File: src/rtl/pipe_wb_buf.sv
// In-order writeback retire buffer between MEM and the register file.
// Provides bypass lookup over buffered results and precise exception retirement with flush.
module pipe_wb_buf #(
    parameter int unsigned DATA_W     = 32,
    parameter int unsigned RDC_W      = 5,
    parameter int unsigned DEPTH      = 4,
    parameter int unsigned NUM_LOOKUP = 2
) (
    input  logic                           clk,
    input  logic                           rst_n,
    input  logic                           mem_wb_validto,
    output logic                           wb_allowin,
    input  logic [DATA_W-1:0]              wb_result_in,
    input  logic [RDC_W-1:0]               rdc_in,
    input  logic                           rf_we_in,
    input  logic                           ex_in,
    input  logic [4:0]                     ex_code_in,
    input  logic [31:0]                    pc_in,
    input  logic                           rf_stall,
    output logic                           rf_we,
    output logic [RDC_W-1:0]               rdc_wb,
    output logic [DATA_W-1:0]              wb_result,
    output logic                           ex,
    output logic [4:0]                     ex_code,
    output logic [31:0]                    epc_out,
    input  logic [NUM_LOOKUP*RDC_W-1:0]    query_rdc,
    output logic [NUM_LOOKUP-1:0]          bypass_hit,
    output logic [NUM_LOOKUP*DATA_W-1:0]   bypass_data,
    output logic [$clog2(DEPTH+1)-1:0]     count
);

    localparam int unsigned PTR_W = $clog2(DEPTH);
    localparam int unsigned CNT_W = $clog2(DEPTH+1);

    logic [DATA_W-1:0] ent_result_q [DEPTH];
    logic [RDC_W-1:0]  ent_rdc_q    [DEPTH];
    logic              ent_we_q     [DEPTH];
    logic              ent_ex_q     [DEPTH];
    logic [4:0]        ent_code_q   [DEPTH];
    logic [31:0]       ent_pc_q     [DEPTH];

    logic [PTR_W-1:0] head_q, head_d;
    logic [PTR_W-1:0] tail_q, tail_d;
    logic [CNT_W-1:0] count_q, count_d;
    logic             ex_q, ex_d;
    logic [4:0]       ex_code_q, ex_code_d;
    logic [31:0]      epc_q, epc_d;

    logic head_valid;
    logic push;
    logic norm_retire;
    logic ex_retire;

    // Full is judged on registered occupancy only, so a same-cycle retire never opens a slot.
    assign wb_allowin  = (count_q != CNT_W'(DEPTH));
    assign head_valid  = (count_q != '0);
    assign push        = mem_wb_validto && wb_allowin;
    assign ex_retire   = head_valid && ent_ex_q[head_q];
    assign norm_retire = head_valid && !ent_ex_q[head_q] && !rf_stall;

    assign rf_we     = norm_retire && ent_we_q[head_q];
    assign rdc_wb    = ent_rdc_q[head_q];
    assign wb_result = ent_result_q[head_q];

    assign ex      = ex_q;
    assign ex_code = ex_code_q;
    assign epc_out = epc_q;
    assign count   = count_q;

    always_comb begin
        head_d    = head_q;
        tail_d    = tail_q;
        count_d   = count_q;
        ex_d      = 1'b0;
        ex_code_d = ex_code_q;
        epc_d     = epc_q;
        if (ex_retire) begin
            head_d    = '0;
            tail_d    = '0;
            count_d   = '0;
            ex_d      = 1'b1;
            ex_code_d = ent_code_q[head_q];
            epc_d     = ent_pc_q[head_q];
        end else begin
            if (push)        tail_d = tail_q + PTR_W'(1);
            if (norm_retire) head_d = head_q + PTR_W'(1);
            if (push && !norm_retire)      count_d = count_q + CNT_W'(1);
            else if (!push && norm_retire) count_d = count_q - CNT_W'(1);
        end
    end

    always_ff @(posedge clk or negedge rst_n) begin
        if (!rst_n) begin
            head_q    <= '0;
            tail_q    <= '0;
            count_q   <= '0;
            ex_q      <= 1'b0;
            ex_code_q <= '0;
            epc_q     <= '0;
        end else begin
            head_q    <= head_d;
            tail_q    <= tail_d;
            count_q   <= count_d;
            ex_q      <= ex_d;
            ex_code_q <= ex_code_d;
            epc_q     <= epc_d;
        end
    end

    // Payload storage carries no reset; validity is tracked solely by count/head/tail.
    always_ff @(posedge clk) begin
        if (push && !ex_retire) begin
            ent_result_q[tail_q] <= wb_result_in;
            ent_rdc_q[tail_q]    <= rdc_in;
            ent_we_q[tail_q]     <= rf_we_in;
            ent_ex_q[tail_q]     <= ex_in;
            ent_code_q[tail_q]   <= ex_code_in;
            ent_pc_q[tail_q]     <= pc_in;
        end
    end

    // Scan oldest to youngest so the last match (youngest) overrides earlier ones.
    always_comb begin
        logic [PTR_W-1:0] idx;
        logic [RDC_W-1:0] q;
        idx         = '0;
        q           = '0;
        bypass_hit  = '0;
        bypass_data = '0;
        for (int unsigned i = 0; i < NUM_LOOKUP; i++) begin
            q = query_rdc[i*RDC_W +: RDC_W];
            for (int unsigned k = 0; k < DEPTH; k++) begin
                idx = head_q + PTR_W'(k);
                if ((CNT_W'(k) < count_q) && ent_we_q[idx] && !ent_ex_q[idx] &&
                    (ent_rdc_q[idx] == q) && (q != '0)) begin
                    bypass_hit[i]                     = 1'b1;
                    bypass_data[i*DATA_W +: DATA_W]   = ent_result_q[idx];
                end
            end
        end
    end

endmodule
File: config.mk
export PLATFORM = sky130hd
export DESIGN_NAME = pipe_wb_buf
export DESIGN_NICKNAME = d
export VERILOG_FILES = /design/src/rtl/pipe_wb_buf.sv
export SDC_FILE = /design/constraint.sdc
export NUM_CORES = 1
export LEC_CHECK = 0
export ABC_AREA = 1
export CAP_MARGIN = 20
export CORE_MARGIN = 5
export CORE_UTILIZATION = 55
export CTS_CLUSTER_SIZE = 16
export DETAILED_ROUTE_END_ITERATION = 10
export PLACE_DENSITY = 0.75
export RECOVER_POWER = 100
export SETUP_SLACK_MARGIN = 0.3
export SLEW_MARGIN = 15
export SYNTH_ARGS = -nofsm -noshare
export SYNTH_HDL_FRONTEND = slang
export SYNTH_SLANG_ARGS = --single-unit
File: constraint.sdc
create_clock -name clk -period 5.4 [get_ports clk]
set_input_delay 1.08 -clock clk [delete_from_list [all_inputs] [get_ports clk]]
set_output_delay 1.08 -clock clk [all_outputs]
set_load 0.005 [all_outputs]
; ---- After elaboration in Yosys (flattened, before gate mapping)
; Memory sizes are Yosys's and may differ from the RTL's. A register that Yosys moved wholly into a read port is not among the register bits.
; Cells that the tools add are included.
[totals]
register_bits = 8
ram_bits = 304
input_bits = 90
output_inout_bits = 146
mem_count = 6
[op_classes]
addsub = 6
order_cmp = 4
n_eq_ne = 9
n_mux = 26
n_reduce_logical = 48
[memory_table]
columns = memory, depth, width, rd, rd_ports_with_merged_regs, wr, line_no
row1 = ent_pc_q, 4, 32, 1, 1, 1, 40  ; logic [31:0] ent_pc_q [DEPTH];
row2 = ent_result_q, 4, 32, 4, 0, 1, 35  ; logic [DATA_W-1:0] ent_result_q [DEPTH];
row3 = ent_code_q, 4, 5, 1, 1, 1, 39  ; logic [4:0] ent_code_q [DEPTH];
row4 = ent_rdc_q, 4, 5, 4, 0, 1, 36  ; logic [RDC_W-1:0] ent_rdc_q [DEPTH];
row5 = ent_ex_q, 4, 1, 4, 0, 1, 38  ; logic ent_ex_q [DEPTH];
row6 = ent_we_q, 4, 1, 4, 0, 1, 37  ; logic ent_we_q [DEPTH];
[op_table]
columns = op, count
row1 = 32-bit two-way mux, 8
row2 = 5-bit == test, 8
row3 = 1-bit logical AND, 32
row4 = 1-bit two-way mux, 11
row5 = 1-bit zero test, 10
row6 = 5-bit nonzero test, 2
row7 = 3-bit two-way mux, 3
row8 = 2-bit two-way mux, 4
row9 = 1-bit by 3-bit less-than comparator with 1-bit output (first input constant), 2
row10 = 2-bit by 3-bit less-than comparator with 1-bit output (first input constant), 2
row11 = 3-bit nonzero test, 2
row12 = 2-bit by 1-bit adder with 2-bit output (second input constant), 2
row13 = 2-bit adder (second input constant), 2
row14 = 2-bit nonzero test, 2
row15 = 3-bit by 1-bit adder with 3-bit output (second input constant), 1
row16 = 3-bit inequality test (second input constant), 1
row17 = 3-bit by 1-bit subtractor with 3-bit output (second input constant), 1

; ---- Longest topological paths before layout
; Gate-level depths: netlist of the first run.
[logic_depth]
ltp_word = 9
ltp_mapped = 17
depth_no_buf = 15

; ---- Worst setup path before layout of the first run
; Ideal clock, no wire load.
[synth_timing]
kind = input -> register
start = input port mem_wb_validto
end = memory ent_code_q[0][0] (enable)
setup_time_ns = 0.511
arrival_time_ns = 4.541
required_ns = 4.889
slack_ns = 0.349
stages = 4
path_buffers = 0
path_cell_list = nand2_1 inv_1 nand2_1 nor2_1
[synth_between]
elab_chain_cells = 4
[synth_rtl]
columns = item, line_no
row1 = start: declaration, 11  ; input logic mem_wb_validto,
row2 = 1-bit logical AND, 57  ; assign push = mem_wb_validto && wb_allowin;
row3 = 1-bit logical AND, 112  ; if (push && !ex_retire) begin
row4 = 1-bit two-way mux, 112
row5 = 1-bit two-way mux (implied by the code), 117  ; ent_code_q[tail_q] <= ex_code_in;
row6 = end: declaration, 39
; Every way passes these cells.

; ---- Worst setup path after layout of the first run
[layout_timing]
start = input port query_rdc[8]
end = output port bypass_data[43]
[layout_between]
elab_chain_cells = 7
[layout_rtl]
columns = item, line_no
row1 = start: declaration, 26  ; input logic [NUM_LOOKUP*RDC_W-1:0] query_rdc,
row2 = 5-bit == test, 135  ; (ent_rdc_q[idx] == q) && (q != '0)) begin
row3 = 1-bit logical AND, 134  ; if ((CNT_W'(k) < count_q) && ent_we_q[idx] && !ent_ex_q[idx] &&
row4 = 1-bit logical AND, 135
row5 = 32-bit two-way mux (3 in series), 134
row6 = 32-bit two-way mux *, 134
row7 = end: declaration, 28  ; output logic [NUM_LOOKUP*DATA_W-1:0] bypass_data,
; Every way passes the cells marked *; elsewhere a longest branch is shown, timed or not.

==> results of run 1 <==
==> final cells by class <==
class | instances | area [sq um]
fillers | 2810 | 11200
flip-flops and latches | 349 | 10300
multi-input cells | 1616 | 7890
repair buffers | 299 | 2920
clock buffers | 57 | 1080
inverters | 163 | 627
well taps | 455 | 569
clock inverters | 15 | 144
diodes | 9 | 22.5
==> worst register-to-register path: stages (launching register included) <==
cell      delay [ns]
dfrtp_4         0.60
buf_8           0.22
nand2_1         0.07
o21ai_0         0.11
nand2_1         0.08
nand2_1         0.11
clkinv_1        0.07
nor2_1          0.05
inv_1           1.08
nand2_1         0.62
nor2_4          0.94
clkbuf_2        0.56
==> layer usage <==
| metal | GRT usage, % | vias up |
|---|---|---|
| li1 | - | 8102 |
| met1 | 37.5 | 8042 |
| met2 | 48.5 | 937 |
| met3 | 7.59 | 191 |
| met4 | 13.5 | 18 |
| met5 | 0 | - |
==> power by group through the flow <==
stage / registers (mW) / clock network (mW) / logic [mW]
detailed placement: 3.83 / 0 / 5.43
global placement: 3.81 / 0 / 5.35
global route: 3.81 / 2.67 / 6.02
CTS: 3.77 / 2.56 / 5.52
floorplan: 3.78 / 0 / 3.43
finish: 3.76 / 2.52 / 5.50
==> kinds of logic after synthesis <==
| family | after synthesis |
|---|---|
| fa+ha+maj | 8 |
| simple gates | 1279 |
| buf+inv | 311 |
| mux | 82 |
| xor+xnor | 11 |
| flops | 349 |
| compound gates | 235 |
==> path summary, 6_finish.rpt <==
check                                          end  slack [ns]  depth (start not counted)
max in group asynchronous                head_q[0]        2.00                          2
worst max register to register  ent_result_q[2][9]        0.54                         11
min in group asynchronous               epc_out[2]        1.47                          2
worst max-delay path               bypass_data[43]        0.29                         13
worst min-delay path                    epc_out[1]        0.47                          2
worst min register to register          epc_out[1]        0.47                          2
==> sequential cells by signal, summed over array words and instances (netlist names) <==
signal        cells
count             3
ent_code_q       20
ent_ex_q          4
ent_pc_q        128
ent_rdc_q        20
ent_result_q    128
ent_we_q          4
epc_out          32
ex                1
ex_code           5
head_q            2
tail_q            2
==> per-stage QoR <==
| step | cells | worst slack (ns) |
|---|---|---|
| after floorplan | 2275 | 0.349 |
| after global routing | 2962 | 0.147 |
| final | 2963 | 0.289 |
| after detailed placement | 2869 | 0.282 |
| after CTS | 2945 | 0.316 |
| after global placement | 2869 | 0.312 |
==> cells in the final DEF, fill, tap and decap left out, types with 3 or more instances in the layout <==
| cell | synthesis | layout |
|---|---|---|
| nand2_1 | 761 | 762 |
| nand3_1 | 368 | 368 |
| edfxtp_1 | 304 | 304 |
| dlygate4sd3_1 | 0 | 179 |
| o21ai_0 | 154 | 156 |
| inv_1 | 148 | 149 |
| mux2i_1 | 82 | 82 |
| a21oi_1 | 66 | 65 |
| clkdlybuf4s50_1 | 0 | 55 |
| nor2_1 | 59 | 54 |
| dfrtp_1 | 45 | 43 |
| nand4_1 | 41 | 41 |
| buf_4 | 13 | 40 |
| clkbuf_16 | 0 | 39 |
| nand3b_1 | 18 | 18 |
| clkbuf_1 | 46 | 17 |
| inv_2 | 13 | 10 |
| nor2_4 | 4 | 10 |
| diode_2 | 0 | 9 |
| xor2_1 | 9 | 9 |
| ha_1 | 8 | 8 |
| clkbuf_2 | 0 | 8 |
| buf_12 | 0 | 7 |
| nor2_2 | 6 | 6 |
| o21ai_1 | 8 | 6 |
| nand2_2 | 9 | 6 |
| clkinv_1 | 0 | 5 |
| clkbuf_8 | 0 | 4 |
| clkinv_2 | 0 | 4 |
| nor3_2 | 1 | 3 |
| o22ai_1 | 3 | 3 |
| nand3_2 | 4 | 3 |
| buf_6 | 11 | 3 |
| buf_8 | 0 | 3 |
==> repair_timing <==
action	4_1_cts	5_1_grt
resized for setup	5	17
setup buffers	3	9
pin swaps	2	3
setup endpoints to repair	59	61
gates cloned	1	0
hold buffers	0	0
==> impl_results.md, run 1 <==
* Setup-failing EPs final at 0
* Compound-cell area share of the yosys netlist at 6.14%
* Met2 wire length at 27900 microns
* M1 WL at 22500 microns
* Top FF cell, synth: edfxtp_1
* Largest net degree at the start of global routing at 114
* TNS Setup at 0 ns
* Crit path cell chain: dlygate4sd3_1, inv_1, nand2_1, nor3_2, inv_1, nand2_1, nand3b_4, nor2_8, inv_2, buf_6, nor2_1, a21oi_1, clkdlybuf4s50_1
* Clock Sinks at ~350
* Sw Share at 42.4%
* Syn avg cell area at 8.55 sq um
* Placer Congestion at between 1 and 1.5
* Leakage at between 9 and 10 nW
* Async SR Flop Fraction at 12.9%
* Worst r2r src: head_q[0]
* First-pass GRT wire length at 91400 microns
* Most frequent cell after synthesis: nand2_1
* GR Util All Layers at 29.7%
* CTS H-tree depth at 2
* RSZ-0062 raised after global routing: no
* Final Hold Viols at 0
* HP Class: flip-flop to flip-flop
* Maxcap violations at 3
* Finished Core Util at 67.7%
* Hold path start: epc_out[1]
* Int Pwr at 6.79 mW
* Synth Warn # at 0
* Vias post-DR at 17290
* Post-Synth Adder-Cell Area at less than 1%
* Slowest-stage cell, CP: dlygate4sd3_1
* Post-synthesis xor/xnor area fraction at 0.534%
* Grt ovf at 0
* DIE HEIGHT at 198 microns
* Min cycle time layout at 5.11 ns
* Element type at the critical path end: output pin
* Flops & latches, synth at 349
* Yosys top cell area share at 47.0%
* Hold Worst Slack at roughly 0.47 ns
* Seq/Total Area, Yosys at 52.8%
* Die width at 198 microns
* Clock latency on the worst-skew pair at 0.56 ns
* DR WL met3 at 6220 microns
* Top cells by count, synth: nand2_1 (761), nand3_1 (368), edfxtp_1 (304)
* DR WL/cell at 20.0 microns
* Pwr Total at 11.8 mW
* Psw at 5.00 mW
* Top Layer Used: met5
* Tcrit/Tclk final at a little over nine tenths
* Clk slew on worst S/H paths at around 0.060 ns
* Outcome: finished with violations
* Setup crit start: query_rdc[8]
* WL final at 59200 microns
* Flop pwr share at 31.9%
* Row count at 68
* Clk buf depth at 3
* Vias in the first global route at 16809
* Core area at 34700 sq um
* Nets at 2566
* Final Skew at 0.0105 ns
* Synth area leader: edfxtp_1
* Largest stage delay on the critical path at 0.61 ns
* Syn nets at 2373
* Worst setup path class: primary input to output pin
* Largest family of logic cells by synthesized area: simple AND/OR/NAND/NOR gates
* Worst-path fanout max at 15
* Final slew viol count at 133
* WP buf/inv at 6
* Power per cell area at 501 nW/um^2
* Syn-to-layout area delta at 20.9%
* Library cells used by synthesis at 38
* Comb pwr share at ~47%
* IO Port Bufs at 235
* Pre-antenna DRT Iters at 6
* Share of cells above drive strength 1 at slightly below 7%
* Die footprint at between 30000 and 40000 sq um
* Slew HR at -80.8%
* Critical Path AT at 4.03 ns
* Fin area at 23500 sq um
* Worst-Margin Slew at 2.71 ns
* Detailed router's first-iteration violation count at 1767
* Synth area leaders: edfxtp_1 (47%), nand2_1 (15%), nand3_1 (9.5%), dfrtp_1 (5.8%), mux2i_1 (4.2%)
* TritonCTS buffer count at 39
* TritonCTS clock tree: built
* Initial Utilization at ~56%
* Power share of the clock group at 21.4%
* Failing checks: capacitance limit, slew limit
* CP required at about 4.3 ns
* Post-synthesis cell area at 19400 sq um
* Cell Area, Placed at 22100 sq um
* Post-synth EDFFs at 304
* Initial antenna violation count at 18
* Nature of the critical path startpoint: primary input
* VDD IR-drop max at between 0.0003 and 0.0004 V
* DRC viols at 0
* Post-synthesis simple-gate area fraction at ~29%
* Antenna viol nets, final at 0
* CP delay by family, top: buffers and inverters
* Root Driver: clkbuf_16
* Achievable frequency at 0.196 GHz
* DR vias/cell at around 5.8
* # IOs at between 200 and 250
* Multiplexer share of the synthesized area at 4.22%
* Cells after synthesis at between 2000 and 2500
* DPL Wire Length at 39600 microns
Note: power is estimated with default switching activity, not from simulation.
==> run 2: changes to the inputs <==
--- a/config.mk
+++ b/config.mk
@@ -9,6 +9,7 @@
 export CAP_MARGIN = 20
 export CORE_MARGIN = 5
 export CORE_UTILIZATION = 55
+export CTS_CLUSTER_DIAMETER = 80
 export CTS_CLUSTER_SIZE = 16
 export DETAILED_ROUTE_END_ITERATION = 10
 export PLACE_DENSITY = 0.75
==> impl_results.md, run 2 (synthesized netlist as in run 1, its figures left out) <==
* Row count at 68 (unchanged)
* Maxcap violations at 3 (unchanged)
* Placed Instances at 2869 (unchanged)
* R2R Path End: ent_pc_q[2][14]
* Slew HR at -88.8% (-8.1 points)
* Slowest-stage cell, CP: nor2_2
* Pre-antenna DRT Iters at 5 (-1)
* DRC viols at 0 (unchanged)
* Largest stage delay on the critical path at 0.73 ns (+0.12 ns)
* Worst-path fanout max at 16 (+1)
* RSZ-0062 raised after global routing: yes
* Reg2Reg Setup Slack at 0.56 ns (+0.02 ns)
* Hold path start: epc_out[1]
* Clock Sinks at 349 (unchanged)
* Setup-failing EPs final at 0 (unchanged)
* # IOs at 236 (unchanged)
* Final std cells w/o fill at 2943 (-0.67%)
* Die footprint at 39200 sq um (unchanged)
* Critical Path AT at 4.02 ns (about the same)
* Vias in the first global route at 16712 (-0.58%)
* TritonCTS clock tree: built
* Placer Congestion at 1.02 (unchanged)
* TNS Setup at 0 ns (unchanged)
* DIE HEIGHT at 198 microns (unchanged)
* Power share of the clock group at 17.5% (-3.9 points)
* Antenna viol nets, final at 0 (unchanged)
* Pwr Total at 11.3 mW (-4.4%)
* Flop pwr share at 33.3% (+1.4 points)
* Clk slew on worst S/H paths at 0.06 ns (about the same)
* Crit path cell chain: dlygate4sd3_1, inv_2, nand2_1, nor3_1, a21oi_1, nand2_1, nor2_2, nand3_1, nand2_1, inv_1, nand2_1, nand2_1, dlygate4sd3_1
* CP delay by family, top: simple AND/OR/NAND/NOR gates
* Final Skew at 0.00995 ns (-0.000587 ns)
* M1 WL at 22700 microns (+1.1%)
* Element type at the critical path end: output pin
* Core area at 34700 sq um (unchanged)
* Share of cells above drive strength 1 at 6.17% (-0.59 points)
* Psw at 4.92 mW (-1.6%)
* TritonCTS buffer count at 28 (-28%)
* Leakage at 9.71 nW (-1.8%)
* Nature of the critical path startpoint: primary input
* Final Hold Viols at 0 (unchanged)
* VDD IR-drop max at 0.000361 V (-3.1%)
* Clk buf depth at 3 (unchanged)
* Hold path depth at 2 (unchanged)
* First-pass GRT wire length at 91300 microns (about the same)
* Most frequent cells in the layout: nand2_1 (761), nand3_1 (368), edfxtp_1 (304), dlygate4sd3_1 (177), o21ai_0 (156)
* Fillers at 2897 (+3.1%)
* Initial Utilization at 56.0% (unchanged)
* DR WL/cell at 20.1 microns (+0.62%)
* Min cycle time layout at 5.10 ns (-0.0109 ns)
* Register area at 10300 sq um (unchanged)
* Clock latency on the worst-skew pair at 0.57 ns (about the same)
* Tcrit/Tclk final at 94.4% (-0.20 points)
* Worst-Margin Slew at 2.83 ns (+0.121 ns)
* Top Layer Used: met5
* CTS H-tree depth at 1 (-1)
* Root Driver: clkbuf_16
* Nets at 2556 (-0.39%)
* CTS hold repair buffers at 0 (unchanged)
* Initial antenna violation count at 17 (-1)
* Final slew viol count at 133 (unchanged)
* Achievable frequency at 0.196 GHz (+0.21%)
* DR WL met3 at 6130 microns (-1.4%)
* R2r worst-path depth at 11 (unchanged)
* HP Class: flip-flop to flip-flop
* DR vias/cell at 5.84 (+0.12%)
* IO Port Bufs at 235 (unchanged)
* Outcome: finished with violations
* Die width at 198 microns (unchanged)
* CP required at 4.32 ns (about the same)
* Worst setup path class: primary input to output pin
* Commonest non-fill, non-tap cell in the layout: nand2_1
* Hold EP: epc_out[1]
* Vias post-DR at 17194 (-0.56%)
* WL final at 59200 microns (about the same)
* GR Util All Layers at 29.5% (-0.24 points)
* Comb pwr share at 49.2% (+2.5 points)
* Power per cell area at 487 nW/um^2 (-2.9%)
* Largest net degree at the start of global routing at 114 (unchanged)
* Most frequent CP cell: nand2_1
* DPL Wire Length at 39600 microns (unchanged)
* Worst r2r src: head_q[0]
* Area of the multi-input gates at 7870 sq um (-0.17%)
* Syn-to-layout area delta at 19.1%
* Grt ovf at 0 (unchanged)
* Int Pwr at 6.35 mW (-6.4%)
* Sw Share at 43.6% (+1.2 points)
* Met2 wire length at 28000 microns (+0.37%)
* WP buf/inv at 4 (-2)
* Failing checks: capacitance limit, slew limit
* Detailed router's first-iteration violation count at 1739 (-1.6%)
## run 2: changes by cell type in the layout (fill, tap and decap cells not counted), sizes merged, moves of 2 or more
cell	before	now
buf	54	57
clkbuf	68	52
clkdlybuf4s50	55	57
clkinv	12	6
dlygate4sd3	179	177
## run 2: worst register-to-register path, delay by kind of cell (launching register included)
| kind | cells | cell delay [ns] |
|---|---|---|
| flops | 1 | 0.60 |
| simple gates | 6 | 1.86 |
| buf+inv | 4 | 1.90 |
| compound gates | 1 | 0.11 |
## run 2: metrics by stage
step	worst slack [ns]	cell area [sq um]	hold slack, ns	utilization (%)
detailed placement	0.282	22100	0.460	63.7
finish	0.300	23200	0.469	66.7
global route	0.149	23100	0.483	66.7
global placement	0.312	22100	0.454	63.7
floorplan	0.349	19400	0.465	-
CTS	0.302	23100	0.477	66.4
## run 2: final cells by class
cell class,count,area share (%)
Antenna cell,9,0.0973
Clock inverter,8,0.357
Tap cell,455,2.46
Multi-Input combinational cell,1616,34.0
Sequential cell,349,44.3
Timing Repair Buffer,300,12.7
Inverter,163,2.70
Clock buffer,43,3.36
## run 2: worst max path at each step
stage	start	endpoint	slack (ns)	cells past startpoint
floorplan	mem_wb_validto	ent_code_q[0][0]	0.35	4
global placement	query_rdc[5]	bypass_data[55]	0.31	12
detailed placement	query_rdc[0]	bypass_data[2]	0.28	13
CTS	head_q[1]	bypass_data[52]	0.30	11
global route	query_rdc[0]	bypass_data[21]	0.15	13
finish	query_rdc[0]	bypass_data[14]	0.30	13
## run 2: layer usage
layer	GRT usage, %	vias to the layer above
li1	-	8061
met1	38.1	8017
met2	48.5	923
met3	6.62	179
met4	11.8	14
met5	0	-
## run 2: power groups by stage
stage | Clock [mW] | Sequential [mW] | Combinational, mW
after detailed placement | 0 | 3.83 | 5.43
after CTS | 2.00 | 3.77 | 5.53
after floorplan | 0 | 3.78 | 3.43
after global routing | 2.13 | 3.80 | 6.05
final | 1.98 | 3.75 | 5.54
after global placement | 0 | 3.81 | 5.35
## run 2: what timing repair did
action	CTS	global route
endpoints found under the setup margin	61	64
gates cloned	1	0
gates resized for setup	5	15
pin swaps	2	4
buffers inserted	3	10
